### src/rtl/mips_pkg.sv
// Shared pipeline definitions: forwarding selects, mul/div tracker states and register-match helper.
package mips_pkg;

    localparam int unsigned REG_W = 5;
    localparam int unsigned FWD_W = 2;

    localparam logic [FWD_W-1:0] FWD_RF  = 2'b00;
    localparam logic [FWD_W-1:0] FWD_WB  = 2'b01;
    localparam logic [FWD_W-1:0] FWD_MEM = 2'b10;

    typedef enum logic [1:0] {
        MD_IDLE = 2'b00,
        MD_BUSY = 2'b01,
        MD_DONE = 2'b10
    } md_state_e;

    // $0 is hardwired to zero, so it never carries a dependency.
    function automatic logic reg_match(input logic [REG_W-1:0] src, input logic [REG_W-1:0] dst);
        return (src != '0) && (src == dst);
    endfunction

endpackage

### src/rtl/md_tracker.sv
// Busy tracker for the iterative mul/div unit: IDLE -> BUSY (down-counter) -> DONE -> IDLE.
module md_tracker
    import mips_pkg::*;
#(
    parameter int unsigned MD_LATENCY = 32
) (
    input  logic clk,
    input  logic rst_n,
    input  logic mdstart_E,
    output logic md_busy,
    output logic md_in_busy
);

    localparam int unsigned MD_CNT_W = (MD_LATENCY > 2) ? $clog2(MD_LATENCY) : 1;
    localparam logic [MD_CNT_W-1:0] MD_LOAD = MD_CNT_W'(MD_LATENCY - 1);

    md_state_e           state_q, state_d;
    logic [MD_CNT_W-1:0] cnt_q, cnt_d;

    always_ff @(posedge clk or negedge rst_n) begin
        if (!rst_n) begin
            state_q    <= MD_IDLE;
            cnt_q      <= '0;
            md_busy    <= 1'b0;
            md_in_busy <= 1'b0;
        end else begin
            state_q    <= state_d;
            cnt_q      <= cnt_d;
            md_busy    <= (state_d != MD_IDLE);
            md_in_busy <= (state_d == MD_BUSY);
        end
    end

    // A start seen in BUSY is ignored: decode already holds back further mul/div ops.
    always_comb begin
        state_d = state_q;
        cnt_d   = cnt_q;
        case (state_q)
            MD_IDLE: begin
                if (mdstart_E) begin
                    state_d = MD_BUSY;
                    cnt_d   = MD_LOAD;
                end
            end
            MD_BUSY: begin
                cnt_d = cnt_q - MD_CNT_W'(1);
                if (cnt_q == MD_CNT_W'(1)) begin
                    state_d = MD_DONE;
                end
            end
            MD_DONE: begin
                if (mdstart_E) begin
                    state_d = MD_BUSY;
                    cnt_d   = MD_LOAD;
                end else begin
                    state_d = MD_IDLE;
                end
            end
            default: begin
                state_d = MD_IDLE;
                cnt_d   = '0;
            end
        endcase
    end

endmodule

### src/rtl/hazard_ctrl.sv
// Hazard/stall controller for the five-stage pipeline: forwarding selects, stalls, flush,
// branch gating and a saturating stalled-cycle counter.
module hazard_ctrl
    import mips_pkg::*;
#(
    parameter int unsigned MD_LATENCY = 32,
    parameter int unsigned CNT_W      = 16
) (
    input  logic             clk,
    input  logic             rst_n,
    input  logic [REG_W-1:0] rs_D,
    input  logic [REG_W-1:0] rt_D,
    input  logic [REG_W-1:0] rs_E,
    input  logic [REG_W-1:0] rt_E,
    input  logic [REG_W-1:0] writereg_E,
    input  logic [REG_W-1:0] writereg_M,
    input  logic [REG_W-1:0] writereg_W,
    input  logic             regwrite_E,
    input  logic             regwrite_M,
    input  logic             regwrite_W,
    input  logic             memtoreg_E,
    input  logic             memtoreg_M,
    input  logic             branch_D,
    input  logic             mdstart_E,
    input  logic             mdread_D,
    input  logic             mdop_D,
    input  logic             pcsrc_raw_D,
    output logic             stall_F,
    output logic             stall_D,
    output logic             flush_E,
    output logic             pcsrc_D,
    output logic             forwardA_D,
    output logic             forwardB_D,
    output logic [FWD_W-1:0] forwardA_E,
    output logic [FWD_W-1:0] forwardB_E,
    output logic             md_busy,
    output logic [CNT_W-1:0] stall_cnt
);

    logic md_in_busy;
    logic lwstall, brstall, mdstall, stall_any;
    logic dep_E, dep_M;

    md_tracker #(
        .MD_LATENCY(MD_LATENCY)
    ) u_md_tracker (
        .clk       (clk),
        .rst_n     (rst_n),
        .mdstart_E (mdstart_E),
        .md_busy   (md_busy),
        .md_in_busy(md_in_busy)
    );

    // Execute-stage operand selects; the younger M result wins over W.
    always_comb begin
        forwardA_E = FWD_RF;
        forwardB_E = FWD_RF;
        if (regwrite_M && reg_match(rs_E, writereg_M)) begin
            forwardA_E = FWD_MEM;
        end else if (regwrite_W && reg_match(rs_E, writereg_W)) begin
            forwardA_E = FWD_WB;
        end
        if (regwrite_M && reg_match(rt_E, writereg_M)) begin
            forwardB_E = FWD_MEM;
        end else if (regwrite_W && reg_match(rt_E, writereg_W)) begin
            forwardB_E = FWD_WB;
        end
    end

    // Stall causes are OR-ed; pcsrc is gated because IF/ID favours pcsrc over stall.
    always_comb begin
        forwardA_D = regwrite_M && reg_match(rs_D, writereg_M);
        forwardB_D = regwrite_M && reg_match(rt_D, writereg_M);
        dep_E      = reg_match(rs_D, writereg_E) || reg_match(rt_D, writereg_E);
        dep_M      = reg_match(rs_D, writereg_M) || reg_match(rt_D, writereg_M);
        lwstall    = memtoreg_E && dep_E;
        brstall    = branch_D && ((regwrite_E && dep_E) || (memtoreg_M && dep_M));
        mdstall    = md_in_busy && (mdread_D || mdop_D);
        stall_any  = lwstall || brstall || mdstall;
        stall_F    = stall_any;
        stall_D    = stall_any;
        flush_E    = stall_any;
        pcsrc_D    = pcsrc_raw_D && !stall_any;
    end

    always_ff @(posedge clk or negedge rst_n) begin
        if (!rst_n) begin
            stall_cnt <= '0;
        end else if (stall_any && !(&stall_cnt)) begin
            stall_cnt <= stall_cnt + CNT_W'(1);
        end
    end

endmodule

### config.mk
export PLATFORM = sky130hd
export DESIGN_NAME = hazard_ctrl
export DESIGN_NICKNAME = d
export VERILOG_FILES = /design/src/rtl/mips_pkg.sv /design/src/rtl/md_tracker.sv /design/src/rtl/hazard_ctrl.sv
export SDC_FILE = /design/constraint.sdc
export NUM_CORES = 1
export LEC_CHECK = 0
export CORE_AREA = 2 2 73 75
export CTS_CLUSTER_DIAMETER = 120
export CTS_CLUSTER_SIZE = 40
export DETAILED_ROUTE_END_ITERATION = 10
export DIE_AREA = 0 0 75 77
export PLACE_DENSITY = 0.72
export SYNTH_ARGS = -nofsm -noshare
export SYNTH_HDL_FRONTEND = slang
export SYNTH_SLANG_ARGS = --single-unit
### constraint.sdc
create_clock -name clk -period 1.9 [get_ports clk]
set_input_delay 0.19 -clock clk [delete_from_list [all_inputs] [get_ports clk]]
set_output_delay 0.19 -clock clk [all_outputs]
set_load 0.01 [all_outputs]
; ---- Word-level counts from Yosys, hierarchy flattened
; Cells that the tools add are included.
[totals]
input_bits = 47
elab_cells = 67
ff_bits = 25
out_inout_bits = 27
[op_classes]
n_addsub = 2
n_reduce_logical = 37
n_eq_ne = 13
muxes = 10
[op_table]
columns = op, n
row1 = equality test 5 bit, 8
row2 = logical AND 1 bit, 21
row3 = nonzero test 5 bit, 4
row4 = "adder 16 x 1 -> 16 bit, second input constant", 1
row5 = AND reduction 16 bit, 1
row6 = one-hot mux 5 bit (2 select lines), 1
row7 = two-way mux 2 bit, 4
row8 = logical OR 1 bit, 6
row9 = one-hot mux 2 bit (3 select lines), 1
row10 = "equality test 5 x 1 -> 1 bit, second input constant", 1
row11 = two-way mux 5 bit, 1
row12 = "subtractor 5 x 1 -> 5 bit, second input constant", 1
row13 = "equality test 2 x 1 -> 1 bit, second input constant", 2
row14 = two-way mux 1 bit, 3
row15 = "equality test 2 bit, second input constant", 1
row16 = zero test 1 bit, 2
row17 = zero test 2 bit, 1
row18 = "!= test 2 x 1 -> 1 bit, second input constant", 1
row19 = nonzero test 2 bit, 1
row20 = OR reduction 2 bit, 1

; ---- Depth between registers and ports, before layout
; Gate-level depths: netlist of the first run.
[logic_depth]
depth_word = 10
ltp_mapped = 9
ltp_nobuf = 7

; ---- Modules after synthesis
; From an unflattened synthesis of the first run, not the netlist that was laid out.
[unflattened]
hier_cells = 188
hier_area_um2 = 1764.2
[modules_own_cells]
columns = module, seq_area_each_um2, instances, cells_per_inst, area_per_inst_um2
row1 = hazard_ctrl, 400.4, 1, 148, 1338.8
row2 = md_tracker, 225.2, 1, 40, 425.4

; ---- Least setup slack after synthesis of the first run
; Ideal clock, no wire load.
[synth_path]
path_type = input-to-reg
start = input writereg_M[4]
end = register stall_cnt[15]
path_slack_ns = 0.061
setup_ns = 0.127
t_required_ns = 1.773
n_path_buf = 2
path_stages = 9
arrival_ns = 1.712
path_cell_list = clkbuf_1 xnor2_1 nand3_1 nor4_1 o211ai_2 o211ai_2 buf_2 nand4_1 xnor2_1
[synth_between]
elab_chain_cells = 9
word_cells_on_any_way = 11
classes_between = eq/ne (2) / reduce/logical (9)
[synth_lines]
columns = item, line
row1 = from (decl), hazard_ctrl.sv:16  ; input logic [REG_W-1:0] writereg_M,
row2 = equality test 5 bit, mips_pkg.sv:19  ; return (src != '0) && (src == dst);
row3 = logical AND 1 bit, mips_pkg.sv:19
row4 = logical OR 1 bit *, hazard_ctrl.sv:75  ; dep_M = reg_match(rs_D, writereg_M) || reg_match(rt_D, writereg_M);
row5 = logical AND 1 bit *, hazard_ctrl.sv:77  ; brstall = branch_D && ((regwrite_E && dep_E) || (memtoreg_M && dep_M));
row6 = logical OR 1 bit *, hazard_ctrl.sv:77
row7 = logical AND 1 bit *, hazard_ctrl.sv:77
row8 = logical OR 1 bit * (2 in series), hazard_ctrl.sv:79  ; stall_any = lwstall || brstall || mdstall;
row9 = net flush_E, hazard_ctrl.sv:30  ; output logic flush_E,
row10 = logical AND 1 bit *, hazard_ctrl.sv:89  ; end else if (stall_any && !(&stall_cnt)) begin
row11 = to (signal assigned), hazard_ctrl.sv:90  ; stall_cnt <= stall_cnt + CNT_W'(1);
row12 = to (decl), hazard_ctrl.sv:37  ; output logic [CNT_W-1:0] stall_cnt
; The timed path passes the listed nets; every way through them passes the cells marked *.
; A chain may end at the register's enable or synchronous reset.

; ---- Final worst setup path of the first run
[layout_path]
start = input rt_D[3]
end = register stall_cnt[1]
[layout_between]
elab_chain_cells = 9
word_cells_on_any_way = 15
classes_between = eq/ne (2) / reduce/logical (13)
[layout_lines]
columns = item, line
row1 = from (decl), hazard_ctrl.sv:12  ; input logic [REG_W-1:0] rt_D,
row2 = equality test 5 bit or nonzero test 5 bit (tied branches), mips_pkg.sv:19
row3 = logical AND 1 bit, mips_pkg.sv:19
row4 = "logical OR 1 bit, on equally long branches", "hazard_ctrl.sv:74, hazard_ctrl.sv:75"
row5 = logical AND 1 bit, hazard_ctrl.sv:77
row6 = logical OR 1 bit, hazard_ctrl.sv:77
row7 = logical AND 1 bit, hazard_ctrl.sv:77
row8 = logical OR 1 bit * (2 in series), hazard_ctrl.sv:79
row9 = logical AND 1 bit *, hazard_ctrl.sv:89
; Every way passes the cells marked *; elsewhere a longest branch is shown, timed or not.

==> metrics.md, run 1 <==
| Metric | Value |
|---|---|
| Slew headroom | 0.792 |
| Crit Path Class | primary input to register |
| Post-synth EDFFs | 0 |
| Vias in the first global route | 1855 |
| Most frequent cells in the layout | 37 x clkdlybuf4s50_1, 36 x buf_4, 32 x xnor2_1, 25 x dfrtp_1, 16 x xor2_1 |
| H-tree levels | 1 |
| Type of the tightest min-delay check | primary input to asynchronous set/reset pin |
| Asr flop ratio synth | 1.00 |
| Die Y | 77 um |
| Final #Nets | 351 |
| Worst setup margin | -0.0593 ns |
| Clock slew at reported path FFs | 0.09 ns |
| Total wire length | 5.23 mm |
| Antenna diode count | 0 |
| Input/output buffers | 73 |
| Gr ovfl total | 0 |
| Syn_nets | 238 |
| Initial core utilization | 0.350 |
| Boundary Pins | 74 |
| Pwr/cell area | 757 nW/um^2 |
| Vias | 1825 |
| Req. time, crit path | 2.05 ns |
| Max Buffers Root-to-Sink | 2 |
| FF+latch count, synth | 25 |
| Final Max Tran Viols | 0 |
| Status | complete, but fails checks |
| Layout Skew | 0.00544 ns |
| Max-cap violation count | 0 |
| Worst-Margin Slew | 0.311 ns |
| Worst path arrival time | 2.11 ns |
| Post-synth cell types | 34 |
| Violated checks | setup timing |
| Root buffer cell | clkbuf_8 |
| DR vias/cell | 4.93 |
| CTS Hold Bufs | 0 |
| Largest fanout on the critical path | 7 |
| Setup crit start kind | primary input |
| Post-Synthesis Cells | 188 |
| Die Footprint | 5780 um^2 |
| Achievable Freq | 510 MHz |
| Final number of setup-violating endpoints | 5 |
| Residual DRC | 0 |
| CP Capture Type | register |
| RSZ-0062 raised after global routing | yes |
| Tcrit/Tclk final | 1.03 |
| Final RePlAce weighted congestion | 0.832 |
| CTS tree | yes |
| Die X | 75 um |
| Max VDD drop | 0.000712 V |
| All-Layer GR Usage | 0.186 |
| HPWL after DPL | 3.96 mm |
| DR WL/cell | 14.1 um |
| Clk Latency, worst-skew pair | 0.26 ns |
| Leak Pwr | 0.00132 uW |
| Worst path cell trace | buf_6, or4_4, nor2_4, nor4_2, a31oi_1, o211ai_2, buf_6, buf_8, and2_4, mux2_4 |
| Slowest CP cell | or4_4 |
| Placement Setup Slack | -0.699 ns |
| P&R area growth vs syn | 72.9% |
| Leading cell type in the layout, fill and taps excluded | clkdlybuf4s50_1 |
| Avg Cell Area, Syn | 9.27 um^2 |
| Rows | 26 |
| Inst Count DP | 360 |
| Fin cells | 370 |
| Total power | 2280 uW |
| Post-DRT Antenna Nets | 0 |
| Clock Sink Count | 25 |
| Initial DRC count | 70 |
| Most frequent CP cell | buf_6 |
| Antenna violations before repair | 0 |
| CTS Buf Count | 3 |
| Largest net degree at the start of global routing | 26 |
| Global-route wire length before repair | 8.45 mm |
| Sequential area share after synthesis | 0.359 |
| Final Critical Period | 1.96 ns |
| Final hold violation count | 0 |
| Mapped cell area | 1740 um^2 |
| Ys Warns | 0 |
| Drt pass-1 iters | 4 |
| Max incr delay on CP | 0.54 ns |
| Core ar. | 4980 um^2 |
| Main synth FF type | dfrtp_1 |
| Layout cell share with drive strength beyond 1 | 0.313 |
[path summary, 6_finish.rpt]
path	endpoint	start	slack [ns]	cells after the start
max	stall_cnt[1]	rt_D[3]	-0.06	10
min	stall_cnt[2]	rst_n	0.29	2
max reg2reg	stall_cnt[1]	stall_cnt[1]	0.11	7
min reg2reg	stall_cnt[5]	stall_cnt[5]	0.50	1
max in group asynchronous	u_md_tracker.md_busy	rst_n	1.37	2
min in group clk	stall_cnt[5]	stall_cnt[5]	0.50	1
[stage by stage]
| stage | hold slack [ns] | area [um^2] | TNS [ns] | util |
|---|---|---|---|---|
| after floorplan | -0.106 | 1740 | 0 | - |
| after global placement | 0.482 | 2800 | -12.51 | 0.562 |
| after detailed placement | 0.492 | 2800 | -13.41 | 0.562 |
| after CTS | 0.303 | 2910 | -0.0621 | 0.585 |
| after global routing | 0.332 | 3010 | -0.485 | 0.606 |
| final | 0.290 | 3010 | -0.143 | 0.606 |
[flip-flops by register name, summed over array words and instances (netlist names)]
| name | count |
|---|---|
| u_md_tracker.cnt_q | 5 |
| u_md_tracker.state_q | 2 |
| u_md_tracker.md_busy | 1 |
| stall_cnt | 16 |
| u_md_tracker.md_in_busy | 1 |
[repair_timing]
action,in CTS,in global routing
setup buffers,5,2
setup endpoints to repair,26,22
pin swaps,21,17
resized for setup,109,27
[cell usage after synthesis (2+ instances only)]
cell type	number	area share
nand4_1	8	0.029
dfrtp_1	25	0.36
buf_4	2	0.0086
nor2_1	14	0.030
o211ai_2	2	0.014
and4_1	2	0.010
xnor2_1	35	0.18
clkbuf_1	4	0.0086
inv_1	3	0.0065
nor4_1	8	0.029
a21oi_1	3	0.0086
xor2_1	16	0.080
or4_1	4	0.017
ha_1	3	0.022
nor3_1	2	0.0057
nand3_1	13	0.037
and2_1	2	0.0072
nand2_1	11	0.024
o22ai_1	5	0.018
mux2_1	2	0.013
and3_1	6	0.022
nand2b_1	4	0.014
a31oi_1	3	0.011
[cells by family (layout without fill, tap and decap cells)]
kind of cell | Yosys count | count (layout) | synth area share
xor+xnor | 51 | 51 | 0.256
mux | 5 | 5 | 0.0337
buf+inv | 11 | 123 | 0.0287
flops | 25 | 25 | 0.359
fa+ha+maj | 3 | 3 | 0.0215
compound gates | 15 | 15 | 0.0596
simple gates | 78 | 78 | 0.241
[cell type report]
cell class,instances,area (um^2)
well taps,70,87.6
flip-flops and latches,25,626
inverters,4,15.0
repair buffers,115,1010
fillers,424,1960
clock inverters,1,5.00
multi-input cells,152,1220
clock buffers,3,41.3
[report_power, final]
part / internal (uW) / leakage [uW] / switching (uW) / total (uW)
Sequential: 681 / 0.000308 / 163 / 844
Clock: 146 / 0.0000255 / 160 / 307
Combinational: 667 / 0.000988 / 465 / 1130
Total: 1490 / 0.00132 / 788 / 2280
[worst max-delay path, delay by kind of cell]
family | cells | cell delay, ns
buffers and inverters | 3 | 0.37
multiplexers | 1 | 0.29
AND/OR/NAND/NOR | 4 | 0.91
AO/OA/AOI/OAI | 2 | 0.36
[metal layers]
| metal | track usage | share of wire | up-vias |
|---|---|---|---|
| met5 | 0 | 0 | - |
| met2 | 0.325 | 0.50 | 65 |
| met3 | 0.0276 | 0.067 | 6 |
| met1 | 0.233 | 0.42 | 868 |
| li1 | - | - | 886 |
| met4 | 0.0500 | 0.010 | 0 |
(Power assumes the default switching activity.)
==> inputs of run 2 (changes only) <==
- CELL_PAD_IN_SITES_DETAIL_PLACEMENT: not set -> 1
- CELL_PAD_IN_SITES_GLOBAL_PLACEMENT: not set -> 2
- CORE_AREA: 2 2 73 75 -> 2 2 89 91
- DIE_AREA: 0 0 75 77 -> 0 0 91 93
- PLACE_DENSITY: 0.72 -> 0.81
- SLEW_MARGIN: not set -> 20
==> metrics.md, run 2 (synthesis gave the netlist of run 1 again) <==
| Metric | Value |
|---|---|
| Max incr delay on CP | 0.54 ns |
| Initial core utilization | 0.232 |
| Placement Setup Slack | -0.768 ns |
| Boundary Pins | 74 |
| Worst reg-to-reg path cell count | 7 |
| Crit Path Class | primary input to output port |
| HPWL after DPL | 4.80 mm |
| Root buffer cell | clkbuf_8 |
| Slowest CP cell | or4_1 |
| Type of the tightest min-delay check | primary input to asynchronous set/reset pin |
| Worst path arrival time | 1.80 ns |
| Largest net degree at the start of global routing | 26 |
| Max reg flops | 16 |
| DR WL met3 | 281 um |
| Reg2reg end | stall_cnt[1] |
| Post-DRT Antenna Nets | 0 |
| Leading cell type in the layout, fill and taps excluded | buf_4 |
| DP Area | 2840 um^2 |
| Rows | 32 |
| Final hold violation count | 0 |
| DR vias/cell | 4.52 |
| Clock Sink Count | 25 |
| Tcrit/Tclk final | 1.05 |
| Clk Latency, worst-skew pair | 0.27 ns |
| Vias | 1834 |
| All-Layer GR Usage | 0.154 |
| Input/output buffers | 73 |
| R2R Path Start | stall_cnt[1] |
| DR WL/cell | 15.7 um |
| Worst-Margin Slew | 0.339 ns |
| Worst setup margin | -0.0871 ns |
| Layout cell share with drive strength beyond 1 | 0.329 |
| Critical path endpoint | forwardB_E[0] |
| Clock slew at reported path FFs | 0.09 ns |
| H-tree levels | 1 |
| Antenna diode count | 0 |
| Violated checks | setup timing |
| Gr ovfl total | 0 |
| Drt pass-1 iters | 4 |
| Die X | 91 um |
| Residual DRC | 0 |
| Most frequent cells in the layout | 39 x buf_4, 33 x clkdlybuf4s50_1, 32 x xnor2_1, 25 x dfrtp_1, 15 x xor2_1 |
| Pwr/cell area | 760 nW/um^2 |
| Max-cap violation count | 0 |
| Layout Skew | 0.00339 ns |
| Achievable Freq | 503 MHz |
| Final RePlAce weighted congestion | 0.805 |
| WL met1 | 2.83 mm |
| CTS Buf Count | 3 |
| Max Buffers Root-to-Sink | 2 |
| CTS tree | yes |
| Largest fanout on the critical path | 2 |
| Internal power | 1510 uW |
| Combinational share of power | 0.502 |
| Die Y | 93 um |
| Biggest regs | stall_cnt: 16 flops, u_md_tracker.cnt_q: 5 flops, u_md_tracker.state_q: 2 flops |
| Die Footprint | 8460 um^2 |
| Final Max Tran Viols | 0 |
| Worst path cell trace | dlygate4sd2_1, or4_1, nor2_2, nor4_4, buf_4, nor4_2, buf_2 |
| Setup crit start kind | primary input |
| Sw frac | 0.356 |
| Slew headroom | 0.774 |
| Crit path from | rt_E[4] |
| Antenna violations before repair | 0 |
| Clock power share | 0.137 |
| Initial DRC count | 33 |
| P&R area growth vs syn | 77.4% |
| Final Critical Period | 1.99 ns |
| Largest Register | stall_cnt |
| Fin area | 3090 um^2 |
| Switch Pwr | 837 uW |
| Final #Nets | 355 |
| Global-route wire length before repair | 10.5 mm |
| # fillers | 892 |
| Status | complete, but fails checks |
| Seq pwr share | 0.361 |
| Total wire length | 6.38 mm |
| RSZ-0062 raised after global routing | yes |
| CP Capture Type | output port |
| Fin util | 0.411 |
| Req. time, crit path | 1.71 ns |
| R2r setup slk | 0.07 ns |
| Final number of setup-violating endpoints | 7 |
| Uppermost routed layer | met4 |
| Max VDD drop | 0.000517 V |
| Leak Pwr | 0.00134 uW |
| DR WL met2 | 3.21 mm |
| Core ar. | 7530 um^2 |
| Vias in the first global route | 2039 |
-- run 2: changes by cell type in the layout (fill, tap and decap cells not counted), moves of 2 or more --
| cell | delta |
|---|---|
| buf_4 | +3 |
| clkdlybuf4s15_2 | +3 |
| clkdlybuf4s50_1 | -4 |
| dlygate4sd2_1 | +3 |
| nand3_1 | +2 |
| nand3_2 | -2 |
| nor4_1 | -2 |
| nor4_4 | +2 |
-- run 2: final cells by class --
cell class	count	area [um^2]	area share
inverter	4	15.0	0.00486
timing repair buffer	119	1050	0.339
clock buffer	3	41.3	0.0134
sequential	25	626	0.202
tap	102	128	0.0413
multi-input combinational	152	1230	0.397
clock inverter	1	5.00	0.00162
-- run 2: through the flow --
| stage | hold slack [ns] | power [uW] | setup TNS, ns | cells |
|---|---|---|---|---|
| 6_report | 0.277 | 2350 | -0.290 | 406 |
| 5_1_grt | 0.292 | 2530 | -0.960 | 406 |
| 4_1_cts | 0.284 | 2320 | -0.147 | 401 |
| 3_5_place_dp | 0.497 | 1900 | -15.60 | 393 |
| 3_3_place_gp | 0.488 | 1860 | -14.46 | 393 |
| 2_1_floorplan | -0.106 | 1370 | 0 | 188 |
-- run 2: how the worst min path moves through the flow --
stage                  start             to  slack (ns)  cells after the start
2_1_floorplan          rst_n   stall_cnt[0]       -0.11                      0
3_3_place_gp   stall_cnt[10]  stall_cnt[10]        0.49                      1
3_5_place_dp    stall_cnt[5]   stall_cnt[5]        0.50                      1
4_1_cts                rst_n  stall_cnt[11]        0.28                      2
5_1_grt                rst_n  stall_cnt[10]        0.29                      2
6_report               rst_n  stall_cnt[10]        0.28                      2
-- run 2: critical path: cells and delay by family --
kind	cells	cell delay [ns]
buf+inv	3	0.56
simple gates	4	1.03
-- run 2: power by group through the flow --
stage / clock (uW) / combinational [uW] / sequential [uW]
3_3_place_gp: 0 / 1010 / 847
4_1_cts: 343 / 1140 / 843
2_1_floorplan: 0 / 515 / 852
5_1_grt: 365 / 1280 / 882
6_report: 323 / 1180 / 848
3_5_place_dp: 0 / 1050 / 853
-- run 2: what timing repair did --
| action | CTS | global route |
|---|---|---|
| setup buffers | 5 | 4 |
| cloned | 0 | 1 |
| hold buffers | 0 | 0 |
| resized for setup | 127 | 17 |
| pin swaps | 22 | 16 |
| endpoints found under the setup margin | 26 | 23 |
-- run 2: layer usage --
metal | track usage | vias up
li1 | - | 890
met1 | 0.195 | 884
met2 | 0.275 | 54
met3 | 0.0322 | 6
met4 | 0.0278 | 0
met5 | 0 | -
